==> config.mk <==
export PLATFORM = sky130hd
export DESIGN_NAME = serial_acc_arbiter
export DESIGN_NICKNAME = d
export VERILOG_FILES = /design/src/rtl/serial_acc_arbiter.sv
export SDC_FILE = /design/constraint.sdc
export NUM_CORES = 1
export LEC_CHECK = 0
export BUFFER_PORTS_ARGS = -buffer_cell sky130_fd_sc_hd__buf_4
export CORE_ASPECT_RATIO = 1.75
export CORE_MARGIN = 5
export CORE_UTILIZATION = 43
export CTS_BUF_LIST = sky130_fd_sc_hd__clkbuf_8 sky130_fd_sc_hd__clkbuf_16
export DETAILED_ROUTE_END_ITERATION = 8
export PLACE_DENSITY = 0.79
export SETUP_SLACK_MARGIN = 0.2
export SYNTH_ARGS = -nofsm -noshare
export SYNTH_HDL_FRONTEND = slang
export SYNTH_SLANG_ARGS = --single-unit
export TNS_END_PERCENT = 5
==> constraint.sdc <==
create_clock -name clk -period 2.45 [get_ports clk]
set_clock_uncertainty 0.2 [all_clocks]
set_input_delay 0 -clock clk [delete_from_list [all_inputs] [get_ports clk]]
set_output_delay 0 -clock clk [all_outputs]
set_load 0.02 [all_outputs]
==> src/rtl/serial_acc_arbiter.sv <==
// Round-robin arbiter/sequencer sharing one bit-serial accumulator among NREQ requesters.
// Issues load, carry-clear and N shift cycles per add; services accumulator clears between adds.
//
// state  | meaning
// IDLE   | no owner; waiting for a clear request or an add request
// CLEAR  | one cycle of clear_acc; drops ovf and the pending clear
// LOAD   | granted operand loaded into the datapath, carry cleared
// SHIFT  | N shift-enable cycles; final carry folds into ovf
// FINISH | ack to the owner; pick the next clear or grant
module serial_acc_arbiter #(
    parameter int N    = 8,
    parameter int NREQ = 4
) (
    input  logic                clk,
    input  logic                reset,
    input  logic [NREQ-1:0]     req,
    input  logic [NREQ*N-1:0]   operand_flat,
    input  logic                acc_clr_req,
    input  logic                carry_in,
    output logic [NREQ-1:0]     gnt,
    output logic [NREQ-1:0]     ack,
    output logic [N-1:0]        op_out,
    output logic                load_op,
    output logic                clr_carry,
    output logic                shift_en,
    output logic                clear_acc,
    output logic                busy,
    output logic                ovf
);

    localparam int IW = (NREQ > 1) ? $clog2(NREQ) : 1;
    localparam int CW = (N > 1) ? $clog2(N) : 1;

    typedef enum logic [2:0] {
        S_IDLE,
        S_CLEAR,
        S_LOAD,
        S_SHIFT,
        S_FINISH
    } state_t;

    state_t          r_state;
    state_t          w_next_state;
    logic [IW-1:0]   r_gnt_idx;
    logic            r_gnt_vld;
    logic [IW-1:0]   r_rr_ptr;
    logic [CW-1:0]   r_cnt;
    logic            r_clr_pending;
    logic            r_ovf;

    logic [NREQ-1:0] w_req_m;
    logic            w_found;
    logic [IW-1:0]   w_win_idx;
    logic            w_take_grant;
    logic            w_gnt_vld_nxt;
    logic            w_last_shift;

    assign w_last_shift = (r_state == S_SHIFT) && (r_cnt == CW'(N - 1));

    // The finishing owner is masked so it cannot be re-granted back-to-back.
    always_comb begin
        w_req_m = req;
        if (r_state == S_FINISH) begin
            w_req_m[r_gnt_idx] = 1'b0;
        end
        w_found   = 1'b0;
        w_win_idx = '0;
        for (int i = 1; i <= NREQ; i++) begin
            int j;
            j = int'(r_rr_ptr) + i;
            if (j >= NREQ) begin
                j = j - NREQ;
            end
            if (!w_found && w_req_m[j]) begin
                w_found   = 1'b1;
                w_win_idx = IW'(j);
            end
        end
    end

    always_comb begin
        w_next_state  = r_state;
        w_take_grant  = 1'b0;
        w_gnt_vld_nxt = r_gnt_vld;
        case (r_state)
            S_IDLE: begin
                if (r_clr_pending || acc_clr_req) begin
                    w_next_state = S_CLEAR;
                end else if (w_found) begin
                    w_next_state = S_LOAD;
                    w_take_grant = 1'b1;
                end
            end
            S_CLEAR: begin
                if (w_found) begin
                    w_next_state = S_LOAD;
                    w_take_grant = 1'b1;
                end else begin
                    w_next_state = S_IDLE;
                end
            end
            S_LOAD: begin
                w_next_state = S_SHIFT;
            end
            S_SHIFT: begin
                if (w_last_shift) begin
                    w_next_state = S_FINISH;
                end
            end
            S_FINISH: begin
                if (r_clr_pending) begin
                    w_next_state  = S_CLEAR;
                    w_gnt_vld_nxt = 1'b0;
                end else if (w_found) begin
                    w_next_state = S_LOAD;
                    w_take_grant = 1'b1;
                end else begin
                    w_next_state  = S_IDLE;
                    w_gnt_vld_nxt = 1'b0;
                end
            end
            default: begin
                w_next_state  = S_IDLE;
                w_gnt_vld_nxt = 1'b0;
            end
        endcase
        if (w_take_grant) begin
            w_gnt_vld_nxt = 1'b1;
        end
    end

    always_ff @(posedge clk or posedge reset) begin
        if (reset) begin
            r_state       <= S_IDLE;
            r_gnt_idx     <= '0;
            r_gnt_vld     <= 1'b0;
            r_rr_ptr      <= IW'(NREQ - 1);
            r_cnt         <= '0;
            r_clr_pending <= 1'b0;
            r_ovf         <= 1'b0;
        end else begin
            r_state   <= w_next_state;
            r_gnt_vld <= w_gnt_vld_nxt;
            if (w_take_grant) begin
                r_gnt_idx <= w_win_idx;
                r_rr_ptr  <= w_win_idx;
            end
            if (r_state == S_LOAD) begin
                r_cnt <= '0;
            end else if (r_state == S_SHIFT) begin
                r_cnt <= r_cnt + 1'b1;
            end
            // A pulse landing during CLEAR is covered by that clear.
            if (r_state == S_CLEAR) begin
                r_clr_pending <= 1'b0;
            end else if (acc_clr_req && (r_state != S_IDLE)) begin
                r_clr_pending <= 1'b1;
            end
            if (r_state == S_CLEAR) begin
                r_ovf <= 1'b0;
            end else if (w_last_shift && carry_in) begin
                r_ovf <= 1'b1;
            end
        end
    end

    always_comb begin
        gnt    = '0;
        op_out = '0;
        if (r_gnt_vld) begin
            gnt[r_gnt_idx] = 1'b1;
            op_out         = operand_flat[int'(r_gnt_idx)*N +: N];
        end
    end

    always_comb begin
        load_op   = (r_state == S_LOAD);
        clr_carry = (r_state == S_LOAD);
        shift_en  = (r_state == S_SHIFT);
        clear_acc = (r_state == S_CLEAR);
        busy      = (r_state != S_IDLE);
        ack       = (r_state == S_FINISH) ? gnt : '0;
        ovf       = r_ovf;
    end

endmodule

==> qor.txt, run 1 <==
Final Core Density -> 0.6913
Final WL -> 3.238 mm
Routed WL per cell -> 15.87 µm
Final Max Slew Viols -> 0
Crit path capture type -> flip-flop
Vias per cell -> 5.534
Post-DP HPWL -> 2.742 mm
Setup TNS -> 0 ps
Core area -> 2302 µm²
Worst R2R Setup Slack -> 360 ps
CP Launch Type -> flip-flop
Crit-path slowest cell -> dfrtp_1
# diodes -> 0
FILL cells -> 182
Most frequent cells in the layout -> buf_4, nor2_1, nand2_1, dfrtp_1, and2_1
Storage element area -> 327.8 µm²
Syn Std Cell Area -> 1035 µm²
Slew @ Worst Pin -> 494.7 ps
Final ANT Viol Nets -> 0
Placed insts -> 196
Final Hold Violating Endpoints -> 0
Syn avg cell area -> 9.077 µm²
First-pass iteration count of the detailed router -> 4
Critical-path cell list -> or3b_4, o21ai_1, o311ai_1, nor3b_1, a21oi_1
DP Area -> 1506 µm²
Area of the multi-input gates -> 651.9 µm²
Netlist cell types -> 29
Arrival @ worst endpoint -> 2010 ps
Clock Root Buffer -> clkbuf_8
Share of layout cells above drive strength 1 -> 0.4469
GR Util All Layers -> 0.1849
Buffers on Ports -> 61
Max-slew headroom -> 0.6699
Setup Viol. Count Final -> 0
Worst endpoint required time -> 2370 ps
Status -> finished clean
Vias in the first global route -> 1127
First-pass GRT wire length -> 4.733 mm
Final net count -> 222
# DRC -> 0
Die area -> 3526 µm²
TritonCTS clock tree -> done
Num rows -> 23
Syn nets -> 156
Synth Register Bits -> 13
Max VDD drop -> 689.1 µV
Max Freq -> 478.7 MHz
H-tree Lvls -> 1
Cell count after synthesis -> 114
Clk_lat worst skew -> 240 ps
Clk pin slew, worst setup/hold paths -> 50 ps
Initial Utilization -> 0.4495
RSZ-0062 raised after global routing -> no
Die W -> 47.08 µm
CP max stage delay -> 470 ps
Clk buf depth -> 2
DR vias -> 1129
Post-route cell area -> 1592 µm²
Synth warn -> 0
Initial antenna violation count -> 0
Postcts setup bufs -> 0
PwrDens -> 1155 nW/µm²
GR Overflow Total -> 0
Leak -> 0.7843 nW
I/O pin count -> 62
Cell Count, Final, Fillers Out -> 204
Routability-driven placement congestion ratio -> 0.8351
Num CTS Buffers -> 3
Sequential fraction of the synthesis area -> 0.3168
Die H -> 74.89 µm
Most common cell after layout, fill and taps aside -> buf_4
Layout Area Growth over Synthesis -> 53.81%
Largest net degree at the start of global routing -> 14
Crit path kind -> reg -> reg
Max-cap viol count -> 0
Worst-path fanout max -> 9
Tcrit/Tclk final -> 0.8526
Fin crit period -> 2089 ps
First-iteration detailed-routing DRC count -> 26
Hold Crit Class -> in -> reg
Clock sink count -> 13
## layer usage
| layer | part of all wire | vias to the layer above | track usage |
|---|---|---|---|
| met5 | 0 | - | 0 |
| met1 | 0.32 | 526 | 0.1649 |
| met3 | 0.12 | 5 | 0.04545 |
| met4 | 0.014 | 0 | 0.05538 |
| li1 | - | 534 | - |
| met2 | 0.55 | 64 | 0.3737 |
## report_power, final
| group | total [mW] | internal [mW] | leakage, nW | switching (mW) |
|---|---|---|---|---|
| Clock | 0.187 | 0.111 | 0.0269 | 0.0761 |
| Combinational | 1.21 | 0.582 | 0.608 | 0.632 |
| Sequential | 0.437 | 0.322 | 0.149 | 0.115 |
| Total | 1.84 | 1.01 | 0.784 | 0.823 |
## layout make-up
class,instances,share of cell area
timing repair buffer,67,0.3223
tap,25,0.01965
inverter,6,0.01415
sequential,13,0.2060
clock inverter,1,0.002358
clock buffer,3,0.02594
multi-input combinational,89,0.4096
## cell usage after synthesis, drive strengths merged
cell type	instances	area [µm²]
nor3	3	15.01
nor2	16	60.06
inv	6	22.52
mux4	8	180.2
ha	2	25.02
dfrtp	11	275.3
mux2	1	11.26
or3b	1	11.26
nand2b	4	25.02
o2bb2ai	3	26.28
o31a	1	8.760
buf	4	25.02
nand2	13	48.80
nor3b	1	7.510
o311ai	1	8.760
nand4b	1	23.77
dfstp	2	52.55
nor2b	2	12.51
o21ai	10	53.80
a21oi	7	35.03
and2	9	56.30
o21a	1	7.510
o31ai	1	7.510
nand3	1	5.000
clkbuf	2	7.510
a22oi	3	22.52
## worst max-delay path, delay by kind of cell (launching register included)
family             cells  cell delay [ps]
AOI/OAI and AO/OA      3              580
and+or+nand+nor        2              700
DFF                    1              470
## per-stage QoR
step                      power, mW  setup WS [ps]  hold slack [ps]
after floorplan               1.208          514.0           -324.5
after global placement        1.634          467.5           -150.6
after detailed placement      1.665          372.2           -150.6
after CTS                     1.862          361.2            72.97
after global routing          1.976          272.7            134.7
final                         1.838          361.1            81.47
## flip-flops by register name, summed over array words and instances, names as in the netlist
register	flops
ovf	1
r_clr_pending	1
r_cnt	3
r_gnt_idx	2
r_gnt_vld	1
r_rr_ptr	2
r_state	3
## worst paths after layout
| path | startpoint | to | depth (start not counted) |
|---|---|---|---|
| min in group asynchronous | reset | r_gnt_vld | 3 |
| max in group asynchronous | reset | r_rr_ptr[1] | 3 |
| worst max register to register | r_state[0] | r_gnt_idx[0] | 5 |
| worst min register to register | r_cnt[1] | r_cnt[1] | 2 |
| worst min-delay path | req[3] | r_rr_ptr[1] | 5 |
| worst max-delay path | r_state[0] | r_gnt_idx[0] | 5 |
## timing repair
action	CTS	global route
resized for setup	0	0
hold buffers	4	0
hold endpoints to repair	17	0
## cells by family (layout without fill, tap and decap cells)
logic type,count (synthesis),count (layout),synth area share
and+or+nand+nor,51,51,0.2563
AOI/OAI and AO/OA,27,27,0.1645
DFF,13,13,0.3168
buffers and inverters,12,77,0.05320
muxes,9,9,0.1850
adders and majority gates,2,2,0.02418
No activity file was read; power rests on OpenSTA's default activity.
==> run 2: changes to the inputs <==
Settings changed: RECOVER_POWER set to 100.
==> run 2 against run 1 <==
Compared with the run above:
- clock-buffer cell count is the same
- sequential power is essentially flat
- die area is the same
- cell count is the same
- sequential share of layout area grew 1.1 points
- non-clock buffer count is the same
- clock power is essentially flat
- worst setup slack lost 97 ps
- via count grew 0.18%
- first-iteration DRC count shrank 27%
- register-to-register slack lost 97 ps
- fmax shrank 4.4%
- critical endpoint is now r_gnt_vld
- largest cell class unchanged
==> qor.txt, run 2 (synthesis results as in run 1) <==
WP buf/inv -> 0
Clock Root Buffer -> clkbuf_8
# diodes -> 0
Most common cell after layout, fill and taps aside -> buf_4
Final Hold Violating Endpoints -> 0
GR Overflow Total -> 0
Max VDD drop -> 676.3 µV
CP top delay family -> simple AND/OR/NAND/NOR gates
RSZ-0062 raised after global routing -> no
Hold Crit Class -> in -> reg
Tcrit/Tclk final -> 0.8921
Clk pin slew, worst setup/hold paths -> 50 ps
Fin crit period -> 2186 ps
Resize count post-CTS -> 0
Area of the multi-input gates -> 634.4 µm²
Initial antenna violation count -> 0
Arrival @ worst endpoint -> 2100 ps
FILL cells -> 206
Crit path kind -> reg -> reg
First-pass iteration count of the detailed router -> 4
Num CTS Buffers -> 3
TritonCTS clock tree -> done
Post-Place Worst Slack -> 372.2 ps
Crit path capture type -> flip-flop
Largest net degree at the start of global routing -> 14
Max-slew headroom -> 0.6693
Final WL -> 3.239 mm
Post-route setup slack -> 264.4 ps
Die W -> 47.08 µm
Critical-path cell list -> or3b_1, o31a_1, nand4b_1, nand2_1, o21ai_0
Buffers on Ports -> 61
Routed WL per cell -> 15.88 µm
Max Freq -> 457.5 MHz
Worst endpoint required time -> 2370 ps
Leak -> 0.7014 nW
Max-cap viol count -> 0
Storage element area -> 327.8 µm²
H-tree Lvls -> 1
Vias per cell -> 5.544
Routability-driven placement congestion ratio -> 0.8351
DR vias -> 1131
I/O pin count -> 62
Setup TNS -> 0 ps
Top flop regs -> r_cnt: 3 flops, r_state: 3 flops
Final net count -> 222
Share of layout cells above drive strength 1 -> 0.3464
Crit-path slowest cell -> or3b_1
Setup Viol. Count Final -> 0
# DRC -> 0
Core area -> 2302 µm²
Most frequent cells in the layout -> buf_4, nor2_1, clkbuf_1, nand2_1, dfrtp_1
Num rows -> 23
Final ANT Viol Nets -> 0
First-iteration detailed-routing DRC count -> 19
PwrDens -> 1151 nW/µm²
Post-DP HPWL -> 2.742 mm
First-pass GRT wire length -> 4.733 mm
GR Util All Layers -> 0.1849
Status -> finished clean
Slew @ Worst Pin -> 495.4 ps
Layout Area Growth over Synthesis -> 46.07%
CP max stage delay -> 480 ps
Final Power -> 1.740 mW
CP Launch Type -> flip-flop
Die area -> 3526 µm²
Die H -> 74.89 µm
Final Max Slew Viols -> 0
Vias in the first global route -> 1127
Clock sink count -> 13
Worst-path fanout max -> 9
Clk buf depth -> 2
Initial Utilization -> 0.4495
Clk_lat worst skew -> 240 ps
run 2: power breakdown:
group          switching, mW  internal (mW)
Sequential             0.115          0.322
Combinational          0.632          0.486
Clock                 0.0747          0.111
Total                  0.821          0.919
run 2: what timing repair did:
item	CTS	global route
hold endpoints to repair	17	0
setup buffers	0	0
hold buffers	4	0
run 2: path summary, 6_finish.rpt:
| check | from | end | slack, ps | cells past startpoint |
|---|---|---|---|---|
| setup reg to reg | r_state[0] | r_gnt_vld | 260 | 5 |
| min in group asynchronous | reset | r_gnt_vld | 130 | 3 |
| max in group asynchronous | reset | r_rr_ptr[1] | 1560 | 3 |
| hold reg to reg | r_cnt[1] | r_cnt[1] | 300 | 2 |
| setup / recovery | r_state[0] | r_gnt_vld | 260 | 5 |
| hold / removal | req[3] | r_rr_ptr[1] | 50 | 5 |
run 2: layer usage:
metal	share of wire	global-route usage	vias up
li1	-	-	536
met1	0.33	0.1649	529
met2	0.55	0.3737	61
met3	0.11	0.04545	5
met4	0.014	0.05538	0
met5	0	0	-
run 2: tightest hold or removal path, cell delays in order:
cell       delay [ps]
buf_4              80
o21ai_2            90
nand2_1            80
a21oi_1            80
o2bb2ai_1         120
run 2: final cells by class:
| cell class | instances | share of cell area |
|---|---|---|
| inverters | 6 | 0.01490 |
| clock buffers | 3 | 0.02732 |
| clock inverters | 1 | 0.002483 |
| well taps | 25 | 0.02070 |
| flip-flops and latches | 13 | 0.2169 |
| repair buffers | 67 | 0.2980 |
| multi-input cells | 89 | 0.4197 |
run 2: per-stage QoR:
stage / cell area (µm²) / hold slack [ps] / instances / util
2_1_floorplan: 1035 / -324.5 / 114 / -
3_3_place_gp: 1506 / -150.6 / 196 / 0.6543
3_5_place_dp: 1506 / -150.6 / 196 / 0.6543
4_1_cts: 1592 / 72.97 / 204 / 0.6913
5_1_grt: 1511 / 103.2 / 204 / 0.6565
6_report: 1511 / 53.61 / 204 / 0.6565
==> run 3: changes to the inputs <==
Settings changed: CORE_UTILIZATION 43 to 40, HOLD_SLACK_MARGIN set to 0.03, PLACE_DENSITY 0.79 to 0.74.
==> run 3 against run 2 <==
Compared with the run above:
- utilization down 4.1 points
- register-to-register slack worse by 20 ps
- first-iteration DRC count down 37%
- flip-flop and latch count unchanged
- fmax down 1.0%
- critical path type unchanged
- combinational power about the same
==> qor.txt, run 3 (synthesis results as in run 1) <==
Slew @ Worst Pin -> 502.0 ps
RR Startpoint -> r_state[1]
Status -> finished clean
Final net count -> 222
Max Freq -> 452.8 MHz
Worst R2R Setup Slack -> 240 ps
Crit-path slowest cell -> or3b_1
Critical-path cell list -> or3b_1, o31a_1, o311ai_1, nor3b_2, a22oi_1
# diodes -> 0
Setup Viol. Count Final -> 0
I/O pin count -> 62
Setup TNS -> 0 ps
R2R depth -> 5
Routability-driven placement congestion ratio -> 0.7884
TritonCTS clock tree -> done
Clock sink count -> 13
Die H -> 77.28 µm
Clk pin slew, worst setup/hold paths -> 50 ps
Most frequent cells in the layout -> buf_4, nor2_1, clkbuf_1, nand2_1, dfrtp_1
First-pass GRT wire length -> 5.271 mm
Crit path kind -> reg -> reg
Max VDD drop -> 743.4 µV
FILL cells -> 243
CP max stage delay -> 490 ps
CP Launch Type -> flip-flop
First-iteration detailed-routing DRC count -> 12
Final Hold Violating Endpoints -> 0
Crit Reg-Reg Endpoint -> r_rr_ptr[0]
H-tree Lvls -> 1
Max-cap viol count -> 0
Largest net degree at the start of global routing -> 14
Clock Root Buffer -> clkbuf_8
Share of layout cells above drive strength 1 -> 0.3575
Final WL -> 3.155 mm
Leak -> 0.7191 nW
Die area -> 3744 µm²
RSZ-0062 raised after global routing -> yes
Post-Place Worst Slack -> 337.6 ps
Num rows -> 24
Routed WL per cell -> 15.39 µm
Placed insts -> 197
Crit path capture type -> flip-flop
Die W -> 48.45 µm
Arrival @ worst endpoint -> 2170 ps
WP depth -> 5
Cell Count, Final, Fillers Out -> 205
Min-delay src -> req[3]
Clk_lat worst skew -> 240 ps
PwrDens -> 1130 nW/µm²
Final ANT Viol Nets -> 0
DR vias -> 1132
Max-slew headroom -> 0.6650
Postcts setup bufs -> 0
GR Util All Layers -> 0.1727
Buffers on Ports -> 61
Hold Crit Class -> in -> reg
Clk buf depth -> 2
Worst Hold End -> r_gnt_idx[1]
Core area -> 2492 µm²
Initial antenna violation count -> 0
First-pass iteration count of the detailed router -> 4
Final Max Slew Viols -> 0
# DRC -> 0
Top flop regs -> r_cnt: 3 flops, r_state: 3 flops
Tcrit/Tclk final -> 0.9014
Layout Area Growth over Synthesis -> 48.37%
Worst endpoint required time -> 2410 ps
WP buf/inv -> 0
Num CTS Buffers -> 3
Initial Utilization -> 0.4152
Vias in the first global route -> 1096
CP top delay family -> compound AO/OA/AOI/OAI gates
Post-DP HPWL -> 2.677 mm
Hold Path Depth -> 5
Vias per cell -> 5.522
Most common cell after layout, fill and taps aside -> buf_4
GR Overflow Total -> 0
Worst-path fanout max -> 8
Post-route setup slack -> 241.5 ps
Fin crit period -> 2209 ps
==> run 3: worst min-delay path, cell delays in order <==
cell,delay [ps]
buf_4,80
o21ai_2,110
nand2_1,100
a21oi_1,80
o2bb2ai_1,110
==> run 3: what timing repair did <==
action / CTS / global route
endpoints found under the hold margin: 18 / 0
hold buffers: 4 / 0
endpoints found under the setup margin: 0 / 2
resized for setup: 0 / 2
==> run 3: where the power goes <==
| group | internal [mW] | switching, mW | leakage, nW |
|---|---|---|---|
| clock | 0.111 | 0.0737 | 0.0269 |
| combinational | 0.491 | 0.629 | 0.543 |
| sequential | 0.322 | 0.108 | 0.149 |
| total | 0.924 | 0.811 | 0.719 |
==> run 3: worst max path at each step <==
stage                    start      endpoint  slack, ps
floorplan           r_state[0]   r_rr_ptr[0]        510
global placement    r_state[2]  r_gnt_idx[0]        460
detailed placement  r_state[2]  r_gnt_idx[0]        340
CTS                 r_state[2]  r_gnt_idx[0]        320
global route        r_state[1]   r_rr_ptr[0]        100
finish              r_state[1]   r_rr_ptr[0]        240
==> run 3: area by class of cell <==
cell class	count	area, µm²	area share
Inverter	6	22.52	0.01467
Timing Repair Buffer	67	452.9	0.2950
Multi-Input combinational cell	89	654.4	0.4262
Clock inverter	1	3.754	0.002445
Sequential cell	13	327.8	0.2135
Tap cell	26	32.53	0.02119
Clock buffer	3	41.29	0.02689
==> run 3: through the flow <==
stage               hold WS (ps)  instance area (µm²)    util  total power, mW
detailed placement        -138.7                 1508  0.6049            1.652
global placement          -148.9                 1508  0.6049            1.630
CTS                        72.74                 1593  0.6391            1.848
global route               122.8                 1535  0.6160            1.874
floorplan                 -324.5                 1035       -            1.208
finish                     80.27                 1535  0.6160            1.735
==> run 3: layer usage <==
| metal | global-route usage | routed length, µm | vias up |
|---|---|---|---|
| li1 | - | - | 538 |
| met1 | 0.1797 | 1104 | 535 |
| met2 | 0.3220 | 1711 | 53 |
| met3 | 0.05426 | 286 | 6 |
| met4 | 0.04155 | 52 | 0 |
| met5 | 0 | 0 | - |
